<file path="src/rtl/hazard_ctrl.sv">
// -----------------------------------------------------------------------------
// hazard_ctrl
// Pipeline hazard and sequencing controller for the 5-stage MIPS core.
// Decodes load-use hazards, taken-branch flushes and data-memory wait states
// into write-enable / flush / bubble controls for the PC and the IF/ID, ID/EX
// and EX/MEM pipeline registers, and keeps saturating performance counters.
//
// Ports
//   clk, rst                 rising-edge clock, asynchronous active-low reset
//   idex_memrd, idex_rt      load status / destination of the ID/EX instruction
//   ifid_rs, ifid_rt,
//   ifid_uses_rt             source operand fields of the IF/ID instruction
//   br_taken                 taken branch resolved in EX/MEM
//   dmem_req, dmem_rdy       data-memory access handshake of the MEM stage
//   pc_wr, ifid_wr           PC / IF/ID load enables          (combinational)
//   ifid_flush, idex_bubble,
//   exmem_flush              NOP / zero-control injection       (combinational)
//   freeze                   all pipeline registers hold        (combinational)
//   mem_err                  sticky memory-timeout flag         (registered)
//   stall_cnt, flush_cnt     saturating load-use / flush counts (registered)
//   state                    0=RUN, 1=WAIT, 2=ERR               (registered)
// -----------------------------------------------------------------------------
module hazard_ctrl #(
    parameter int TIMEOUT = 16,
    parameter int CNT_W   = 16
) (
    input  logic             clk,
    input  logic             rst,
    input  logic             idex_memrd,
    input  logic [4:0]       idex_rt,
    input  logic [4:0]       ifid_rs,
    input  logic [4:0]       ifid_rt,
    input  logic             ifid_uses_rt,
    input  logic             br_taken,
    input  logic             dmem_req,
    input  logic             dmem_rdy,
    output logic             pc_wr,
    output logic             ifid_wr,
    output logic             ifid_flush,
    output logic             idex_bubble,
    output logic             exmem_flush,
    output logic             freeze,
    output logic             mem_err,
    output logic [CNT_W-1:0] stall_cnt,
    output logic [CNT_W-1:0] flush_cnt,
    output logic [1:0]       state
);

    typedef enum logic [1:0] {
        ST_RUN  = 2'd0,
        ST_WAIT = 2'd1,
        ST_ERR  = 2'd2
    } state_e;

    localparam int              WC_W   = $clog2(TIMEOUT + 1);
    localparam logic [WC_W-1:0] WC_ONE = WC_W'(1);
    localparam logic [WC_W-1:0] WC_MAX = WC_W'(TIMEOUT);

    // Saturating increment: sticks at all-ones instead of wrapping.
    function automatic logic [CNT_W-1:0] sat_inc(input logic [CNT_W-1:0] v);
        if (v == {CNT_W{1'b1}}) begin
            sat_inc = v;
        end else begin
            sat_inc = v + {{(CNT_W-1){1'b0}}, 1'b1};
        end
    endfunction

    state_e           state_q, state_d;
    logic [WC_W-1:0]  wait_cnt_q, wait_cnt_d;
    logic             mem_err_q, mem_err_d;
    logic [CNT_W-1:0] stall_cnt_q, stall_cnt_d;
    logic [CNT_W-1:0] flush_cnt_q, flush_cnt_d;

    logic lu_s;
    logic mw_s;
    logic frozen_s;
    logic branch_s;
    logic stall_s;

    // Hazard conditions decoded from the current pipeline operand fields.
    always_comb begin
        lu_s = idex_memrd && (idex_rt != 5'd0) &&
               ((idex_rt == ifid_rs) || (ifid_uses_rt && (idex_rt == ifid_rt)));
        mw_s = dmem_req && !dmem_rdy;
    end

    // FSM next state; also decides whether this cycle is a freeze cycle.
    // The RUN entry cycle of a wait already counts as freeze cycle 1, so
    // wait_cnt equals the number of freeze cycles completed before this one.
    always_comb begin
        state_d    = state_q;
        wait_cnt_d = wait_cnt_q;
        mem_err_d  = mem_err_q;
        frozen_s   = 1'b0;
        case (state_q)
            ST_RUN: begin
                if (mw_s) begin
                    state_d    = ST_WAIT;
                    wait_cnt_d = WC_ONE;
                    frozen_s   = 1'b1;
                end else begin
                    wait_cnt_d = wait_cnt_q;
                end
            end
            ST_WAIT: begin
                if (dmem_rdy) begin
                    // Access completes: pipeline moves this cycle.
                    state_d    = ST_RUN;
                    wait_cnt_d = {WC_W{1'b0}};
                end else begin
                    frozen_s = 1'b1;
                    if (wait_cnt_q == WC_MAX) begin
                        state_d   = ST_ERR;
                        mem_err_d = 1'b1;
                    end else begin
                        wait_cnt_d = wait_cnt_q + WC_ONE;
                    end
                end
            end
            ST_ERR: begin
                frozen_s = 1'b1;
            end
            default: begin
                // Unreachable encoding: fail safe into the error state.
                state_d   = ST_ERR;
                mem_err_d = 1'b1;
                frozen_s  = 1'b1;
            end
        endcase
    end

    // Pipeline control decode by priority: freeze > branch flush > load-use > normal.
    always_comb begin
        pc_wr       = 1'b0;
        ifid_wr     = 1'b0;
        ifid_flush  = 1'b0;
        idex_bubble = 1'b0;
        exmem_flush = 1'b0;
        freeze      = 1'b0;
        branch_s    = 1'b0;
        stall_s     = 1'b0;
        if (frozen_s) begin
            freeze = 1'b1;
        end else if (br_taken) begin
            // Load-use is irrelevant: the dependent instruction is flushed.
            branch_s    = 1'b1;
            pc_wr       = 1'b1;
            ifid_wr     = 1'b1;
            ifid_flush  = 1'b1;
            idex_bubble = 1'b1;
            exmem_flush = 1'b1;
        end else if (lu_s) begin
            stall_s     = 1'b1;
            idex_bubble = 1'b1;
        end else begin
            pc_wr   = 1'b1;
            ifid_wr = 1'b1;
        end
    end

    // Performance counter next values; only non-frozen cycles count.
    always_comb begin
        stall_cnt_d = stall_cnt_q;
        flush_cnt_d = flush_cnt_q;
        if (stall_s) begin
            stall_cnt_d = sat_inc(stall_cnt_q);
        end else begin
            stall_cnt_d = stall_cnt_q;
        end
        if (branch_s) begin
            flush_cnt_d = sat_inc(flush_cnt_q);
        end else begin
            flush_cnt_d = flush_cnt_q;
        end
    end

    // State, wait counter, error flag and counters; async reset returns to RUN.
    always_ff @(posedge clk or negedge rst) begin
        if (!rst) begin
            state_q     <= ST_RUN;
            wait_cnt_q  <= {WC_W{1'b0}};
            mem_err_q   <= 1'b0;
            stall_cnt_q <= {CNT_W{1'b0}};
            flush_cnt_q <= {CNT_W{1'b0}};
        end else begin
            state_q     <= state_d;
            wait_cnt_q  <= wait_cnt_d;
            mem_err_q   <= mem_err_d;
            stall_cnt_q <= stall_cnt_d;
            flush_cnt_q <= flush_cnt_d;
        end
    end

    assign mem_err   = mem_err_q;
    assign stall_cnt = stall_cnt_q;
    assign flush_cnt = flush_cnt_q;
    assign state     = state_q;

endmodule

</file>
<file path="config.mk">
export PLATFORM = sky130hd
export DESIGN_NAME = hazard_ctrl
export DESIGN_NICKNAME = d
export VERILOG_FILES = /design/src/rtl/hazard_ctrl.sv
export SDC_FILE = /design/constraint.sdc
export NUM_CORES = 1
export LEC_CHECK = 0
export ABC_AREA = 1
export CAP_MARGIN = 20
export CORE_UTILIZATION = 45
export CTS_CLUSTER_DIAMETER = 30
export DETAILED_ROUTE_END_ITERATION = 8
export HOLD_SLACK_MARGIN = 0.08
export PLACE_DENSITY = 0.82
export REMOVE_ABC_BUFFERS = 1
export SETUP_SLACK_MARGIN = 0.5
export SLEW_MARGIN = 20
export SYNTH_ARGS = -nofsm -noshare
export SYNTH_HDL_FRONTEND = slang
export SYNTH_SLANG_ARGS = --single-unit
</file>
<file path="constraint.sdc">
create_clock -name clk -period 1.5 [get_ports clk]
set_input_delay 0.3 -clock clk [delete_from_list [all_inputs] [get_ports clk]]
set_output_delay 0.3 -clock clk [all_outputs]
set_load 0.02 [all_outputs]
</file>
==> reports/metrics.cfg, run 1 <==
[sta]
hold_slack_ns=-0.0333
fmax_mhz=528
slew_headroom=0.635
worst_pin_slew_ns=0.548
rsz0062_at_grt=true
period_needed_ns=1.89
layout_setup_ws_ns=-0.393
setup_viol=47
timing.final.crit_share=1.26
drv_slew=0
fin_tns_setup_ns=-10.81
clock_skew_ns=0.00503
hold_viol_final=17

[placed_design]
portBuffers=62
gp_congestion=0.813
dpl.hpwl_mm=5.53
placed_area_sq_um=3880
place_ws_ns=-0.959

[finish]
multi_input_area_sq_um=1810
n_fill_cell=202
final_nets=577
antenna_cells=0
final_area_sq_um=5070
areaGrowthSynthToFinish_pct=91.0
layout-drive-gt1-share=0.531
seq_area_sq_um=1010
final_util=0.905

[power]
p_leak_nw=2.69
powerDensity_nw_per_um2=410
power_mw=2.08
peakVddDrop_uv=379

[floorplan]
die_w_um=78.8
die_area_sq_um=6210
fp-row-count=27
core_area_sq_um=5610
initial_core_util=0.474
die_h_um=78.8
io_pins=63

[worst_setup_path]
worstPathMaxFanout=6
endpoint_kind=flip-flop
criticalPathCategory=reg -> reg
r2r_setup_slack_ns=-0.39
cp.required_ns=1.70
cp-start-kind=flip-flop
worstPathArrival_ns=2.10

[run_status]
status=complete, but fails checks
violations=negative hold slack, negative setup slack

[clock_tree]
clk_latency_ns=0.31
cts_sinks=40
cts_buffers=5
cts_tree=yes
clockBufferDepth=2
cts-root-buf=clkbuf_8
htree_levels=2
clkTransAtPathRegs_ns=0.08

[routing]
ant_nets=0
drc=0
drt-initial-drc-count=288
dr.pass1.iters=5
routed_wl_mm=13.1
num_vias=3713
via_per_inst=5.95
routedWlPerCell_um=21.0

[synthesis]
synth_area_leaders=dfrtp_1 (38%), nand2_1 (14%), inv_1 (9.2%)
yosysWarnings=0
ys_seq_area_frac=0.377
synth_common_cells=nand2_1 (100), inv_1 (65), nand3_1 (42), dfrtp_1 (40), nor2_1 (19)
netlist_instances=364
syn_area_per_cell_sq_um=7.30
async_reset_ff_frac=1.00
synth.top_cell.area_share=0.377
synth_flop_cell=dfrtp_1
ys_seq_elements=40
synth.largest_area_cell=dfrtp_1
yosysMostFrequentCell=nand2_1
synth_edf_count=0
synth.distinct_cells=31
syn-cell-area_sq_um=2660

[global_routing]
grt_start_max_net_pins=20
track_usage=0.322
grt-ovfl-total=0
grt_pass1_wl_mm=15.4
grt_pass1_vias=3395
antenna_found_initial=0

[flow_run]
maxCapViolations=0

[worst_hold_path]
holdCritPathClass=in -> async

## cell type report
type / count / share of cell area
Sequential cell: 40 / 0.199
Multi-Input combinational cell: 247 / 0.357
Inverter: 73 / 0.0587
Tap cell: 72 / 0.0178
Timing Repair Buffer: 184 / 0.350
Clock buffer: 8 / 0.0178
## worst paths after layout
check | startpoint | endpoint | cells after the start
max in group asynchronous | rst | flush_cnt[3]$_DFFE_PN0P_ | 2
min reg2reg | flush_cnt[12]$_DFFE_PN0P_ | flush_cnt[12]$_DFFE_PN0P_ | 1
min in group clk | flush_cnt[12]$_DFFE_PN0P_ | flush_cnt[12]$_DFFE_PN0P_ | 1
max reg2reg | state[1]$_DFFE_PN0P_ | flush_cnt[4]$_DFFE_PN0P_ | 10
max | state[1]$_DFFE_PN0P_ | flush_cnt[4]$_DFFE_PN0P_ | 10
min | rst | stall_cnt[4]$_DFFE_PN0P_ | 1
## cell usage in the layout (no fill, tap or decap), types with 11 or more instances in the layout
| master | synthesis | layout |
|---|---|---|
| o21bai_1 | 16 | 15 |
| nand3_1 | 42 | 16 |
| dfrtp_1 | 40 | 34 |
| nand2_1 | 100 | 72 |
| inv_1 | 65 | 56 |
| nand2_2 | 1 | 19 |
| inv_2 | 5 | 13 |
| xor2_1 | 14 | 14 |
| nand3_2 | 1 | 23 |
| buf_6 | 0 | 86 |
| nand2_4 | 2 | 11 |
| buf_4 | 3 | 70 |
## power by group
part / internal [mW] / switching [mW]
logic: 0.0796 / 0.120
registers: 1.08 / 0
clock network: 0.377 / 0.425
## worst max-delay path, cell delays in order (launching register included)
cell and delay [ns]:
dfrtp_1 0.44, nor2_2 0.19, nand2_2 0.09, nand2_4 0.13, inv_6 0.06, nor2_8 0.12
buf_6 0.13, nand2_8 0.08, nor2_4 0.17, buf_6 0.12, xor2_1 0.24
## stage by stage
step | hold slack [ns] | std cells
after floorplan | 0.00441 | 359
after global placement | 0.289 | 565
after detailed placement | 0.301 | 565
after CTS | -0.0256 | 604
after global routing | -0.00432 | 624
final | -0.0333 | 624
## registers in the layout, indices dropped and copies added (netlist names)
signal,cells
state,2
wait_cnt_q,5
mem_err,1
stall_cnt,16
flush_cnt,16
## metal layers
layer	up-vias	wire [um]	track usage
met5	-	0	0
met4	0	1080	0.184
met3	121	955	0.0483
met2	313	6610	0.599
met1	1770	4450	0.345
li1	1509	-	-
## cell families after synthesis
group	Yosys count	share of synthesized area
flip-flops	40	0.377
buffers and inverters	78	0.123
XOR/XNOR	18	0.0593
AO/OA/AOI/OAI	25	0.0622
AND/OR/NAND/NOR	199	0.360
adder cells (fa/ha/maj)	4	0.0188
## timing repair
| action | 4_1_cts | 5_1_grt |
|---|---|---|
| setup endpoints to repair | 81 | 81 |
| pin swaps | 48 | 40 |
| gates resized for setup | 388 | 77 |
| setup buffers | 31 | 19 |
| cloned | 0 | 1 |
| hold endpoints to repair | 17 | 17 |
Note: power is estimated with default switching activity, not from simulation.
==> run 2: changes to the inputs <==
GPL_ROUTABILITY_DRIVEN = 0   (was not set)
==> results of run 2 <==
Final layout, timing and power as in run 1 (identical DEF).
==> run 3: changes to the inputs <==
ABC_AREA = not set   (was 1)
CORE_UTILIZATION = 42   (was 45)
PLACE_DENSITY = 0.81   (was 0.82)
==> reports/metrics.cfg, run 3 <==
[run_status]
status=complete, but fails checks  ; unchanged
violations=negative setup slack  ; was negative hold slack, negative setup slack

[clock_tree]
cts_sinks=40  ; unchanged
clk_latency_ns=0.32  ; was 0.31 ns
cts-root-buf=clkbuf_8  ; unchanged
cts_tree=yes  ; unchanged
clockBufferDepth=2  ; unchanged
htree_levels=2  ; unchanged
clkTransAtPathRegs_ns=0.09  ; was 0.08 ns
cts_buffers=5  ; unchanged

[finish]
antenna_cells=0  ; unchanged
mostFrequentLayoutCell=buf_6  ; unchanged
final_area_sq_um=4570  ; was 5070 sq um
layout_common_cells=buf_6 (99), buf_4 (59), dfrtp_1 (37)  ; was buf_6 (86), nand2_1 (72), buf_4 (70)
areaGrowthSynthToFinish_pct=116  ; was 91.0%
final_nets=419  ; was 577
layout-drive-gt1-share=0.650  ; was 0.531

[worst_hold_path]
holdCritPathClass=in -> async  ; unchanged

[sta]
worst_pin_slew_ns=0.378  ; was 0.548 ns
hold_viol_final=0  ; was 17
rsz0062_at_grt=true  ; unchanged
fin_tns_setup_ns=-13.71  ; was -10.81 ns
setup_viol=42  ; was 47
clock_skew_ns=0.0148  ; was 0.00503 ns
period_needed_ns=2.13  ; was 1.89 ns
slew_headroom=0.745  ; was 0.635
timing.final.crit_share=1.42  ; was 1.26
drv_slew=0  ; unchanged
fmax_mhz=469  ; was 528 MHz
layout_setup_ws_ns=-0.634  ; was -0.393 ns

[synthesis]
yosysMostFrequentCell=dfrtp_1  ; was nand2_1
syn-cell-area_sq_um=2120  ; was 2660 sq um
synth_edf_count=0  ; unchanged
synth_area_leaders=dfrtp_1 (47%), xnor2_1 (8.3%), xor2_1 (7.0%)  ; was dfrtp_1 (38%), nand2_1 (14%), inv_1 (9.2%)
synth.distinct_cells=36  ; was 31
netlist_instances=211  ; was 364
yosysWarnings=0  ; unchanged
ys_seq_area_frac=0.472  ; was 0.377
synth.top_cell.area_share=0.472  ; was 0.377
synth_flop_cell=dfrtp_1  ; unchanged
async_reset_ff_frac=1.00  ; unchanged
synth_common_cells=dfrtp_1 (40), nand2_1 (25), xnor2_1 (20), xor2_1 (17), nand3_1 (16)  ; was nand2_1 (100), inv_1 (65), nand3_1 (42), dfrtp_1 (40), nor2_1 (19)
syn_area_per_cell_sq_um=10.1  ; was 7.30 sq um
ys_seq_elements=40  ; unchanged
synth.largest_area_cell=dfrtp_1  ; unchanged

[global_routing]
grt_start_max_net_pins=41  ; was 20
grt_pass1_wl_mm=12.0  ; was 15.4 mm
track_usage=0.307  ; was 0.322
grt_pass1_vias=2525  ; was 3395
antenna_found_initial=0  ; unchanged
grt-ovfl-total=0  ; unchanged

[worst_setup_path]
startpoint=idex_rt[4]  ; was state[1]$_DFFE_PN0P_
r2r_end=stall_cnt[9]$_DFFE_PN0P_  ; was flush_cnt[4]$_DFFE_PN0P_
cp.required_ns=1.71  ; was 1.70 ns
criticalPathCategory=in -> reg  ; was reg -> reg
reg2reg_depth=8  ; was 10
cp-start-kind=input pin  ; was flip-flop
r2r_setup_slack_ns=-0.50  ; was -0.39 ns
endpoint_kind=flip-flop  ; unchanged
worstPathArrival_ns=2.35  ; was 2.10 ns
worstPathMaxFanout=3  ; was 6
critPathCapture=stall_cnt[9]$_DFFE_PN0P_  ; was flush_cnt[4]$_DFFE_PN0P_
reg2reg_from=stall_cnt[1]$_DFFE_PN0P_  ; was state[1]$_DFFE_PN0P_

[floorplan]
initial_core_util=0.443  ; was 0.474
die_area_sq_um=5340  ; was 6210 sq um
fp-row-count=25  ; was 27
die_h_um=73.1  ; was 78.8 um
die_w_um=73.1  ; was 78.8 um
core_area_sq_um=4790  ; was 5610 sq um
io_pins=63  ; unchanged

[routing]
drt-initial-drc-count=345  ; was 288
routed_wl_mm=11.4  ; was 13.1 mm
routedWlPerCell_um=24.7  ; was 21.0 um
dr.pass1.iters=5  ; unchanged
num_vias=2809  ; was 3713
drc=0  ; unchanged
ant_nets=0  ; unchanged
via_per_inst=6.09  ; was 5.95

[placed_design]
placed_area_sq_um=3350  ; was 3880 sq um
dpl.hpwl_mm=4.28  ; was 5.53 mm
place_ws_ns=-1.25  ; was -0.959 ns
portBuffers=62  ; unchanged

[flow_run]
maxCapViolations=0  ; unchanged

[power]
power_mw=2.13  ; was 2.08 mW
p_leak_nw=2.27  ; was 2.69 nW
powerDensity_nw_per_um2=465  ; was 410 nW/um^2
peakVddDrop_uv=570  ; was 379 uV

run 3: cell count changes in the layout (fill, tap and decap cells not counted), moves of 6 or more:
| cell | previous run | this run |
|---|---|---|
| nand2_1 | 72 | 12 |
| inv_1 | 56 | 3 |
| nand3_2 | 23 | 5 |
| o21bai_1 | 15 | 0 |
| buf_6 | 86 | 99 |
| nand2_2 | 19 | 7 |
| buf_4 | 70 | 59 |
| xnor2_1 | 4 | 15 |
| inv_2 | 13 | 5 |
| nand3_1 | 16 | 9 |
| nor2_1 | 10 | 3 |
| nand2_4 | 11 | 5 |
| nor3_1 | 7 | 1 |
run 3: how the worst min path moves through the flow:
stage / from / to / slack (ns)
after detailed placement: rst / flush_cnt[7]$_DFFE_PN0P_ / 0.29
final: rst / flush_cnt[6]$_DFFE_PN0P_ / 0.50
after global placement: rst / flush_cnt[9]$_DFFE_PN0P_ / 0.29
after floorplan: rst / flush_cnt[0]$_DFFE_PN0P_ / 0.004
after CTS: dmem_rdy / state[1]$_DFFE_PN0P_ / 0.49
after global routing: rst / stall_cnt[9]$_DFFE_PN0P_ / 0.55
run 3: worst max-delay path, stage by stage:
cell	delay, ns
buf_4	0.13
xor2_1	0.17
nor4_1	0.35
a32oi_1	0.20
buf_4	0.17
buf_6	0.10
buf_6	0.12
nor4_4	0.34
buf_4	0.19
nand4_1	0.12
xnor2_1	0.16
run 3: cell families after synthesis:
logic type / share of synthesized area
compound gates: 0.0525
xor+xnor: 0.153
fa+ha+maj: 0.0236
buf+inv: 0.0248
flops: 0.472
mux: 0.0265
simple gates: 0.248
run 3: per-layer routing:
metal  track usage  part of all wire  vias up
li1              -                 -     1113
met1         0.316              0.32     1355
met2         0.584              0.50      238
met3        0.0663             0.087      103
met4         0.139             0.086        0
met5             0                 0        -
run 3: layout make-up:
class / count / area [sq um]
Sequential cell: 40 / 1000
Clock buffer: 8 / 90.1
Tap cell: 67 / 83.8
Fill cell: 101 / 211
Multi-Input combinational cell: 159 / 1590
Timing Repair Buffer: 178 / 1760
Inverter: 9 / 46.3
run 3: power by group:
group / switching (mW) / internal [mW] / leakage (nW)
sequential: 0.0108 / 1.08 / 0.532
clock: 0.432 / 0.377 / 0.0455
combinational: 0.111 / 0.113 / 1.70
total: 0.554 / 1.57 / 2.27
run 3: timing repair:
action / in CTS / in global routing
hold buffers: 1 / 0
pin swaps: 63 / 37
resized for setup: 410 / 65
cloned: 0 / 0
hold endpoints to repair: 40 / 0
setup endpoints to repair: 81 / 81
setup buffers: 22 / 22
run 3: stage by stage:
stage	utilization	hold slack (ns)	instances
after global routing	0.956	0.547	461
after global placement	0.699	0.286	408
after floorplan	-	0.00441	208
after CTS	0.854	0.490	439
after detailed placement	0.699	0.286	408
final	0.956	0.500	461
